==> src/rtl/lif_neuron_array.sv <==
// Time-multiplexed array of leaky integrate-and-fire neurons on one saturating 2-stage datapath.
// Optional per-neuron refractory counters are enabled with `define LIF_REFRACTORY_EN.
module lif_neuron_array #(
  parameter int N_NEURONS = 8,
  parameter int IDX_W = (N_NEURONS > 1) ? $clog2(N_NEURONS) : 1,
  parameter int W = 16,
  parameter int FRAC = 8,
  parameter logic signed [W-1:0] THRESHOLD = 16'sh3200,
  parameter logic signed [W-1:0] V_RESET = 16'sh0000,
  parameter int REFRAC_CYCLES = 2
) (
  input  logic                clk,
  input  logic                rst,
  input  logic                in_valid,
  output logic                in_ready,
  input  logic [IDX_W-1:0]    in_idx,
  input  logic signed [W-1:0] in_current,
  input  logic signed [W-1:0] dt_tau,
  input  logic                clear_req,
  output logic                out_valid,
  output logic [IDX_W-1:0]    out_idx,
  output logic signed [W-1:0] out_v,
  output logic                out_spike
);

  typedef enum logic [1:0] {RUN, DRAIN, CLEAR} state_t;

  localparam logic signed [2*W-1:0] MAXV = {{(W+1){1'b0}}, {(W-1){1'b1}}};
  localparam logic signed [2*W-1:0] MINV = {{(W+1){1'b1}}, {(W-1){1'b0}}};

  if (REFRAC_CYCLES < 1 || REFRAC_CYCLES > 255) begin : g_bad_refrac
    $error("REFRAC_CYCLES must be in 1..255");
  end

  function automatic logic signed [2*W-1:0] sext(input logic signed [W-1:0] x);
    return {{W{x[W-1]}}, x};
  endfunction

  function automatic logic signed [W-1:0] sat(input logic signed [2*W-1:0] x);
    if (x > MAXV) return MAXV[W-1:0];
    else if (x < MINV) return MINV[W-1:0];
    else return x[W-1:0];
  endfunction

  state_t             state, state_n;
  logic [IDX_W-1:0]   cnt;
  logic               cnt_last, clr_we, fire;

  logic               s1_vld, s2_vld;
  logic [IDX_W-1:0]   s1_idx, s2_idx;
  logic signed [W-1:0] s1_i, s2_v, s2_diff;
  logic signed [W-1:0] v_rd, diff, delta, v_new, res_v, wb_v;
  logic signed [2*W-1:0] prod;
  logic               fwd, spike_n, res_spk;

  logic signed [W-1:0] mem_v [N_NEURONS];

`ifdef LIF_REFRACTORY_EN
  localparam logic [7:0] REFRAC = 8'(REFRAC_CYCLES);
  logic [7:0] mem_r [N_NEURONS];
  logic [7:0] r_rd, s2_r, wb_r;
`endif

  assign fire     = in_valid && in_ready;
  assign cnt_last = (cnt == IDX_W'(N_NEURONS - 1));

  always_ff @(posedge clk or posedge rst) begin
    if (rst) state <= CLEAR;
    else     state <= state_n;
  end

  // Leave RUN straight for CLEAR when nothing will still be in flight after this edge.
  always_comb begin
    state_n = state;
    case (state)
      RUN:     if (clear_req) state_n = (fire || s1_vld) ? DRAIN : CLEAR;
      DRAIN:   if (!s1_vld) state_n = CLEAR;
      CLEAR:   if (cnt_last) state_n = RUN;
      default: state_n = CLEAR;
    endcase
  end

  always_comb begin
    in_ready = (state == RUN);
    clr_we   = (state == CLEAR);
  end

  always_ff @(posedge clk or posedge rst) begin
    if (rst)         cnt <= '0;
    else if (clr_we) cnt <= cnt_last ? '0 : cnt + 1'b1;
  end

  // S1: read with forwarding from the S2 write-back in the same cycle.
  always_comb begin
    fwd  = s2_vld && (s2_idx == s1_idx);
    v_rd = fwd ? wb_v : mem_v[s1_idx];
    diff = sat(sext(s1_i) - sext(v_rd));
`ifdef LIF_REFRACTORY_EN
    r_rd = fwd ? wb_r : mem_r[s1_idx];
`endif
  end

  // S2: leak/integrate, threshold, and the value to store back.
  always_comb begin
    prod    = sext(s2_diff) * sext(dt_tau);
    delta   = sat(prod >>> FRAC);
    v_new   = sat(sext(s2_v) + sext(delta));
    spike_n = (v_new >= THRESHOLD);
    res_v   = v_new;
    res_spk = spike_n;
    wb_v    = spike_n ? V_RESET : v_new;
`ifdef LIF_REFRACTORY_EN
    wb_r = spike_n ? REFRAC : 8'd0;
    if (s2_r != 8'd0) begin
      res_v   = V_RESET;
      res_spk = 1'b0;
      wb_v    = V_RESET;
      wb_r    = s2_r - 8'd1;
    end
`endif
  end

  always_ff @(posedge clk or posedge rst) begin
    if (rst) begin
      s1_vld  <= 1'b0;
      s2_vld  <= 1'b0;
      s1_idx  <= '0;
      s1_i    <= '0;
      s2_idx  <= '0;
      s2_v    <= '0;
      s2_diff <= '0;
`ifdef LIF_REFRACTORY_EN
      s2_r    <= '0;
`endif
    end else begin
      s1_vld <= fire;
      s2_vld <= s1_vld;
      if (fire) begin
        s1_idx <= in_idx;
        s1_i   <= in_current;
      end
      if (s1_vld) begin
        s2_idx  <= s1_idx;
        s2_v    <= v_rd;
        s2_diff <= diff;
`ifdef LIF_REFRACTORY_EN
        s2_r    <= r_rd;
`endif
      end
    end
  end

  always_ff @(posedge clk or posedge rst) begin
    if (rst) begin
      out_valid <= 1'b0;
      out_idx   <= '0;
      out_v     <= '0;
      out_spike <= 1'b0;
    end else begin
      out_valid <= s2_vld;
      if (s2_vld) begin
        out_idx   <= s2_idx;
        out_v     <= res_v;
        out_spike <= res_spk;
      end
    end
  end

  // State is initialised only by the clear sweep; S2 is always idle while it runs.
  always_ff @(posedge clk) begin
    if (clr_we) begin
      mem_v[cnt] <= V_RESET;
`ifdef LIF_REFRACTORY_EN
      mem_r[cnt] <= 8'd0;
`endif
    end else if (s2_vld) begin
      mem_v[s2_idx] <= wb_v;
`ifdef LIF_REFRACTORY_EN
      mem_r[s2_idx] <= wb_r;
`endif
    end
  end

endmodule
==> config.mk <==
export PLATFORM = sky130hd
export DESIGN_NAME = lif_neuron_array
export DESIGN_NICKNAME = d
export VERILOG_FILES = /design/src/rtl/lif_neuron_array.sv
export SDC_FILE = /design/constraint.sdc
export NUM_CORES = 1
export LEC_CHECK = 0
export CAP_MARGIN = 20
export CORE_ASPECT_RATIO = 0.9
export CORE_MARGIN = 4
export CORE_UTILIZATION = 50
export DETAILED_ROUTE_END_ITERATION = 6
export HOLD_SLACK_MARGIN = 0.03
export PLACE_DENSITY_LB_ADDON = 0.15
export SKIP_CTS_REPAIR_TIMING = 1
export SLEW_MARGIN = 15
export SYNTH_ARGS = -nofsm -noshare
export SYNTH_HDL_FRONTEND = slang
export SYNTH_SLANG_ARGS = --single-unit
==> constraint.sdc <==
create_clock -name clk -period 15.28 [get_ports clk]
set_clock_uncertainty 0.1 [all_clocks]
set_input_delay 3.056 -clock clk [delete_from_list [all_inputs] [get_ports clk]]
set_output_delay 3.056 -clock clk [all_outputs]
set_load 0.01 [all_outputs]
==> metrics.txt <==
top-level port count=61; max incr delay on CP=580 ps; remaining antenna violation count=0; vias per inst=5.450; Max clock buf depth=3; Final min period=14,900 ps; Post-Syn Area=19,900 um^2; synthesized net count=2,288; DR DRC count=0; Max Slew Vio Count=0; Placeable Area=39,370 um^2; max cap viols=0; CTS root buf=clkbuf_16; HP Class=flop to flop; ys flop type=edfxtp_1; vias in the first global route=14,440; Horiz. Die Dim=218.3 um; CP Launch Type=input port; critical path buffer and inverter count=12; synth unique cells=63; final setup fails=0; clk sinks=210; Final period util=97.48%; TritonCTS buffer count=20; commonest non-fill, non-tap cell in the layout=inv_1; crit path capture type=flop; # diodes=0; TritonRoute pass-1 iters=5; Setup CP Type=input port to flop; cell family with most CP delay=compound AO/OA/AOI/OAI gates; die area=43,050 um^2; DPL Wire Length=39,440 um; row cnt=69; most frequent cells in the layout=inv_1 (334), fa_1 (262), nand2_1 (169); die height=197.2 um; Arr. time, crit path=15,250 ps; Vias=13,840; GPL Wtd Cong=0.9335; first-pass GRT wire length=80,950 um; sum of negative setup slack=0 ps; CP most frequent cell=buf_4; Hold Vio Cnt, Final=0; nets=2,407; layout cells sized above 1=11.85%; clk_lat worst skew=520 ps; Final Non-Filler Cells=2,540; initial antenna violation count=1; CTS tree=built; number of flops mapped to enable cells by yosys=128; Clock transition at path regs=60 ps; H-tree depth=1; final wirelength=50,330 um; Worst Max-Slew Pin Slew=918.1 ps; Avg Cell Area, Syn=10.61 um^2; register area share after synthesis=29.64%; gr ovfl total=0; IO Port Bufs=60; Cells after DPL=2,494; fmax=0.06713 GHz; Crit Path Max Fanout=16; Slew headroom=38.80%; slowest CP cell=fa_1; GR Util All Layers=23.99%; Iter 0 DRT Violations=1,000; Yosys reg bits=210; run status=complete, no violations; Data required, critical path=15,630 ps; Initial Utilization=50.54%; async set-reset flop share out of synthesis=39.05%; area growth from synthesis to layout=13.48%; Syn. warnings=0; routed len/inst=19.81 um; post-synthesis cell count=1,876; largest net degree at the start of global routing=57
-- registers in the layout, indices dropped and copies added (netlist names), 16 cells and up --
name	cells
out_v	16
s1_i	16
s2_v	16
mem_v	128
s2_diff	16
-- logic make-up after synthesis --
family                     Yosys count  share of synthesized area (%)
muxes                               89                          6.666
DFF                                210                          29.64
buffers and inverters              407                          7.716
adders and majority gates          379                          33.68
and+or+nand+nor                    481                          11.53
AOI/OAI and AO/OA                  255                          8.339
xor gates and xnor gates            55                          2.421
-- routing by layer --
| metal | global-route usage (%) | routed length [um] | vias to the layer above |
|---|---|---|---|
| met5 | 0 | 0 | - |
| met3 | 3.322 | 3104 | 57 |
| met4 | 3.838 | 803 | 0 |
| met1 | 36.90 | 23410 | 7106 |
| li1 | - | - | 6336 |
| met2 | 37.47 | 23010 | 345 |
-- cell type report --
cell class	count	area, um^2
fill	3375	16790
inverter	336	1262
clock buffer	27	588.1
timing repair buffer	168	1450
tap	532	665.6
clock inverter	8	75.07
multi-input combinational	1259	12640
sequential	210	5898
-- Yosys cell counts, drive strengths merged (19+ instances only) --
cell,n,area (um^2)
nand2,169,634.4
xor2,19,166.4
nor2,104,390.4
dfrtp,81,2027
xnor2,36,315.3
clkbuf,66,247.7
o21ai,74,370.4
a21oi,64,320.3
a21o,26,195.2
edfxtp,128,3844
and2,130,813.3
mux4,32,720.7
fa,263,5265
mux2i,29,290.3
nor3,24,120.1
inv,336,1261
ha,110,1376
mux2,28,315.3
-- stage by stage --
stage / worst slack (ps) / utilization (%) / instance area [um^2] / hold WS, ps
after floorplan: 673.0 / - / 19900 / 251.9
after global placement: -90.72 / 54.97 / 21640 / 374.9
after detailed placement: -402.7 / 54.97 / 21640 / 393.6
after CTS: 93.87 / 56.66 / 22300 / 408.0
after global routing: -150.3 / 57.35 / 22580 / 425.4
final: 384.4 / 57.35 / 22580 / 404.5
-- worst register-to-register path: cells and delay by family (launching register included) --
| family | cells | cell delay [ps] |
|---|---|---|
| and+or+nand+nor | 7 | 1260 |
| AOI/OAI and AO/OA | 24 | 4820 |
| xor gates and xnor gates | 1 | 170 |
| buffers and inverters | 11 | 1590 |
| DFF | 1 | 510 |
| adders and majority gates | 9 | 4100 |
-- final timing paths --
check | start | end | slack [ps] | cells past startpoint
setup reg to reg | s2_diff[5] | s2_diff[4] | 2680 | 52
hold reg to reg | s2_diff[4] | s2_diff[4] | 400 | 1
hold / removal | s2_diff[4] | s2_diff[4] | 400 | 1
setup / recovery | dt_tau[4] | s2_diff[4] | 380 | 53
min in group asynchronous | rst | s1_vld | 2760 | 2
max in group asynchronous | rst | s1_idx[0] | 11100 | 3
Power is not shown: default switching activity piles up to over one toggle a cycle in this logic, so the estimate is an artifact.
